===== src/rtl/mem_pkg.sv =====
// mem_pkg: shared types and constants for the mem_master memory-port initiator
package mem_pkg;
  localparam int DATA_W_DEF = 8;
  localparam int ADDR_W_DEF = 4;
  localparam logic RD = 1'b1;
  localparam logic WR = 1'b0;
  typedef enum logic [1:0] {IDLE, ISSUE, WAIT, RESP} state_t;
endpackage


===== src/rtl/mem_master_stats.sv =====
// mem_master_stats: wrapping 16-bit read-response and write-issue counters
//   clk, reset (sync, active-low), rd_inc_i/wr_inc_i pulses, rd_count_o/wr_count_o totals
module mem_master_stats (
  input  logic        clk,
  input  logic        reset,
  input  logic        rd_inc_i,
  input  logic        wr_inc_i,
  output logic [15:0] rd_count_o,
  output logic [15:0] wr_count_o
);
  logic [15:0] rd_q, wr_q;
  always_ff @(posedge clk) begin
    if (!reset) begin
      rd_q <= '0;
      wr_q <= '0;
    end else begin
      rd_q <= rd_q + 16'(rd_inc_i);
      wr_q <= wr_q + 16'(wr_inc_i);
    end
  end
  assign rd_count_o = rd_q;
  assign wr_count_o = wr_q;
endmodule


===== src/rtl/mem_master.sv =====
// mem_master: single-outstanding read/write initiator for the mem block memory port
//   clk, reset (sync, active-low)
//   cmd_*  : upstream command channel (valid/ready), rd_wr 1=read 0=write
//   resp_* : read response channel (valid/ready)
//   mem_*  : memory port, one-cycle enable per command, read data sampled READ_LATENCY edges after issue
//   MEM_MASTER_STATS_EN adds rd_count/wr_count outputs
module mem_master
  import mem_pkg::*;
#(
  parameter int DATA_WIDTH   = DATA_W_DEF,
  parameter int ADDR_WIDTH   = ADDR_W_DEF,
  parameter int READ_LATENCY = 1
) (
  input  logic                  clk,
  input  logic                  reset,
  input  logic                  cmd_valid,
  output logic                  cmd_ready,
  input  logic                  cmd_rd_wr,
  input  logic [ADDR_WIDTH-1:0] cmd_addr,
  input  logic [DATA_WIDTH-1:0] cmd_wr_data,
  output logic                  resp_valid,
  input  logic                  resp_ready,
  output logic [DATA_WIDTH-1:0] resp_data,
  output logic                  mem_enable,
  output logic                  mem_rd_wr,
  output logic [ADDR_WIDTH-1:0] mem_addr,
  output logic [DATA_WIDTH-1:0] mem_wr_data,
  input  logic [DATA_WIDTH-1:0] mem_rd_data
`ifdef MEM_MASTER_STATS_EN
  ,
  output logic [15:0]           rd_count,
  output logic [15:0]           wr_count
`endif
);
  state_t                state_q;
  logic                  cmd_ready_q, resp_valid_q, mem_enable_q, mem_rd_wr_q;
  logic [DATA_WIDTH-1:0] resp_data_q, mem_wr_data_q;
  logic [ADDR_WIDTH-1:0] mem_addr_q;
  logic [2:0]            cnt_q, cnt_d;
  assign cnt_d = cnt_q - 3'd1;
  // The mem_* registers double as the command latch: they load on accept and hold afterwards.
  always_ff @(posedge clk) begin
    if (!reset) begin
      state_q       <= IDLE;
      cmd_ready_q   <= 1'b0;
      resp_valid_q  <= 1'b0;
      resp_data_q   <= '0;
      mem_enable_q  <= 1'b0;
      mem_rd_wr_q   <= RD;
      mem_addr_q    <= '0;
      mem_wr_data_q <= '0;
      cnt_q         <= '0;
    end else begin
      case (state_q)
        IDLE: begin
          cmd_ready_q <= 1'b1;
          if (cmd_valid && cmd_ready_q) begin
            cmd_ready_q   <= 1'b0;
            mem_enable_q  <= 1'b1;
            mem_rd_wr_q   <= cmd_rd_wr;
            mem_addr_q    <= cmd_addr;
            mem_wr_data_q <= cmd_wr_data;
            state_q       <= ISSUE;
          end
        end
        ISSUE: begin
          mem_enable_q <= 1'b0;
          cnt_q        <= 3'(READ_LATENCY);
          cmd_ready_q  <= mem_rd_wr_q == WR;
          state_q      <= mem_rd_wr_q == RD ? WAIT : IDLE;
        end
        WAIT: begin
          cnt_q <= cnt_d;
          if (cnt_d == '0) begin
            resp_data_q  <= mem_rd_data;
            resp_valid_q <= 1'b1;
            state_q      <= RESP;
          end
        end
        RESP: begin
          if (resp_ready) begin
            resp_valid_q <= 1'b0;
            cmd_ready_q  <= 1'b1;
            state_q      <= IDLE;
          end
        end
        default: state_q <= IDLE;
      endcase
    end
  end
  assign cmd_ready   = cmd_ready_q;
  assign resp_valid  = resp_valid_q;
  assign resp_data   = resp_data_q;
  assign mem_enable  = mem_enable_q;
  assign mem_rd_wr   = mem_rd_wr_q;
  assign mem_addr    = mem_addr_q;
  assign mem_wr_data = mem_wr_data_q;
`ifdef MEM_MASTER_STATS_EN
  mem_master_stats u_stats (
    .clk       (clk),
    .reset     (reset),
    .rd_inc_i  (state_q == RESP && resp_ready),
    .wr_inc_i  (state_q == ISSUE && mem_rd_wr_q == WR),
    .rd_count_o(rd_count),
    .wr_count_o(wr_count)
  );
`endif
endmodule


===== config.mk =====
export PLATFORM = sky130hd
export DESIGN_NAME = mem_master
export DESIGN_NICKNAME = d
export VERILOG_FILES = /design/src/rtl/mem_pkg.sv /design/src/rtl/mem_master_stats.sv /design/src/rtl/mem_master.sv
export SDC_FILE = /design/constraint.sdc
export NUM_CORES = 1
export LEC_CHECK = 0
export BUFFER_PORTS_ARGS = -buffer_cell sky130_fd_sc_hd__clkbuf_2
export CORE_MARGIN = 4
export CORE_UTILIZATION = 41
export CTS_CLUSTER_SIZE = 10
export DETAILED_ROUTE_END_ITERATION = 10
export GPL_ROUTABILITY_DRIVEN = 0
export GPL_TIMING_DRIVEN = 0
export PLACE_DENSITY = 0.8
export REMOVE_ABC_BUFFERS = 1
export SKIP_CTS_REPAIR_TIMING = 1
export SLEW_MARGIN = 10
export SYNTH_ARGS = -nofsm -noshare
export SYNTH_HDL_FRONTEND = slang
export SYNTH_HIERARCHICAL = 1
export SYNTH_SLANG_ARGS = --single-unit

===== constraint.sdc =====
create_clock -name clk -period 1.7 [get_ports clk]
set_input_delay 0.255 -clock clk [delete_from_list [all_inputs] [get_ports clk]]
set_output_delay 0.255 -clock clk [all_outputs]
set_load 0.005 [all_outputs]

==> out/results.ini <==
[global_route]
gr-total-overflow = 0
grt_max_degree = 32
grt.total_usage_pct = 14.2
grt_pass1_vias = 1014
grt_pass1_wl_um = 4380
antenna_found_initial = 0

[logic_synthesis]
synth_seq_cells = 29
synth_cells = 141
netlist_area_um2 = 1290
synth-main-ff-cell = dfxtp_1
syn_area_per_cell_um2 = 9.12
ys_async_sr_fraction_pct = 0
synth_edf_count = 0
yosysWarnings = 6
yosysSeqAreaShare_pct = 45.1
ys_types = 26

[clock_tree]
cts_tree = done
h-tree-depth = 2
cts_inserted_buffers = 5
root_buffer = clkbuf_4
clock_path_buffers = 2
clk_latency_ns = 0.32
cts.sinks = 29
cts.clk_slew.worst_paths_ns = 0.09

[timing]
maxSlewViolCount = 0
min_period_over_period_pct = 91.0
finalHoldViolCount = 0
fin_tns_setup_ns = 0
max_freq_mhz = 647
setup_violations = 0
rsz0062_at_grt = no
fin_crit_ns = 1.55
fin_ws_ns = 0.153
max-slew-margin-rel_pct = 68.1
worstMarginPinSlew_ns = 0.478
finalClockSkew_ns = 0.00462
holdWs_ns = 0.143

[worst_setup_path]
crit_path_end = mem_wr_data[2]
end_kind = register
r2r-end = mem_wr_data[2]
cp-start-kind = register
cp_max_fo = 13
cp-startpoint = state_q[0]
cp_cell_sequence = inv_1 -> ha_1 -> and3_1 -> nand2_1 -> a21boi_0
reg2reg_slack_ns = 0.15
critPathRequiredTime_ns = 1.94
crit_arrival_ns = 1.79
cp_slowest_cell = and3_1
reg2reg_from = state_q[0]
r2r_cells = 5
critical_path_class = register to register
max_stage_delay_ns = 0.45

[route]
routed_wl_um = 2650
post-route-drc-count = 0
viasPerCell = 4.54
first_pass_iters = 3
vias = 1068
drt_iter0_drc = 60
wire_per_inst_um = 11.3
ant_nets = 0

[floorplan]
die_h_um = 64.0
dieArea_um2 = 4100
rows = 20
start_util_pct = 42.5
io_pins = 49
die_x_um = 64.0
core_um2 = 3030

[layout]
layout-drive-gt1-share_pct = 31.9
antenna_cells = 0
area_delta_synth_final_pct = 26.5
nNetsFinal = 222
finish.utilization_pct = 53.7
fillers = 286

[power]
p_per_area_nw_per_um2 = 1100
total_power_w = 0.00179
ir_drop_uv = 371
power_leakage_nw = 0.767

[placement]
post-dp-hpwl_um = 1950
portBuffers = 48
pre_cts_ws_ns = 0.142

[job]
cap_violations = 0

[status]
status = finished clean

[worst_hold_path]
min-delay-path-class = input port to register

[state kept, by name, summed over array words and instances (netlist names), named ones only]
| name | count |
|---|---|
| cmd_ready | 1 |
| mem_wr_data | 8 |
| mem_addr | 4 |
| mem_enable | 1 |
| mem_rd_wr | 1 |
| state_q | 1 |
| cnt_q | 3 |
| resp_valid | 1 |
| resp_data | 8 |
[per-stage QoR]
stage	instances	instance area (um2)
after floorplan	135	1260
after global placement	227	1560
after detailed placement	227	1560
after CTS	235	1630
after global routing	235	1630
final	235	1630
[power breakdown]
| part | internal [W] | switching [W] |
|---|---|---|
| logic | 0.000221 | 0.000285 |
| clock network | 0.000239 | 0.000235 |
| registers | 0.000756 | 0.0000566 |
[layout make-up]
cell class | count | area (um2) | area share [%]
Clock buffer | 7 | 65.1 | 4.00
Clock inverter | 1 | 5.00 | 0.308
Inverter | 6 | 22.5 | 1.38
Multi-Input combinational cell | 100 | 658 | 40.5
Sequential cell | 29 | 581 | 35.7
Tap cell | 44 | 55.1 | 3.38
Timing Repair Buffer | 48 | 240 | 14.8
[how the worst min path moves through the flow]
stage | startpoint | end | slack (ns) | depth (start not counted)
final | cmd_rd_wr | mem_rd_wr | 0.14 | 3
after global routing | cmd_wr_data[3] | mem_wr_data[3] | 0.14 | 3
after CTS | cmd_rd_wr | mem_rd_wr | 0.13 | 3
after detailed placement | mem_wr_data[5] | mem_wr_data[5] | 0.46 | 2
after global placement | mem_addr[2] | mem_addr[2] | 0.45 | 2
after floorplan | reset | mem_rd_wr | 0.33 | 1
[metal layers]
metal | part of all wire (%) | global-route usage [%] | vias to the layer above
met2 | 50 | 24.4 | 28
met4 | 2.6 | 8.89 | 0
met3 | 5.6 | 5.45 | 5
met5 | 0 | 0 | -
li1 | - | - | 566
met1 | 42 | 14.3 | 469
[critical path: cells and delay by family, from the launching register on]
kind	cells	cell delay (ns)
flops	1	0.34
simple gates	2	0.56
fa+ha+maj	1	0.23
compound gates	1	0.19
buf+inv	1	0.15
[cell families after synthesis]
logic type | synth area share, %
buf+inv | 3.70
simple gates | 20.1
xor+xnor | 1.26
flops | 45.1
compound gates | 15.2
mux | 7.78
fa+ha+maj | 6.81
[Yosys cell counts (2+ instances only)]
cell type	number	area share (%)
buf_2	2	0.78
nor2_1	2	0.58
dfxtp_1	29	45
ha_1	7	6.8
clkbuf_1	4	1.2
nor2b_1	10	4.9
a21boi_0	12	7.0
a31oi_1	2	0.97
mux2i_1	10	7.8
inv_1	6	1.8
nand2_1	33	9.6
nand3_1	5	1.9
o21ai_0	6	2.3
[placed cells by master, fill, tap and decap left out, types with 2 or more instances in the layout]
master / count
o21ai_0: 4
o21ai_1: 2
clkbuf_8: 2
ha_1: 7
clkbuf_4: 5
inv_1: 6
nand3_1: 5
nor2_1: 2
dfxtp_1: 29
a21boi_0: 12
a31oi_1: 2
nor2b_1: 10
mux2i_1: 10
clkbuf_2: 48
nand2_1: 33
No activity file was read; power rests on OpenSTA's default activity.
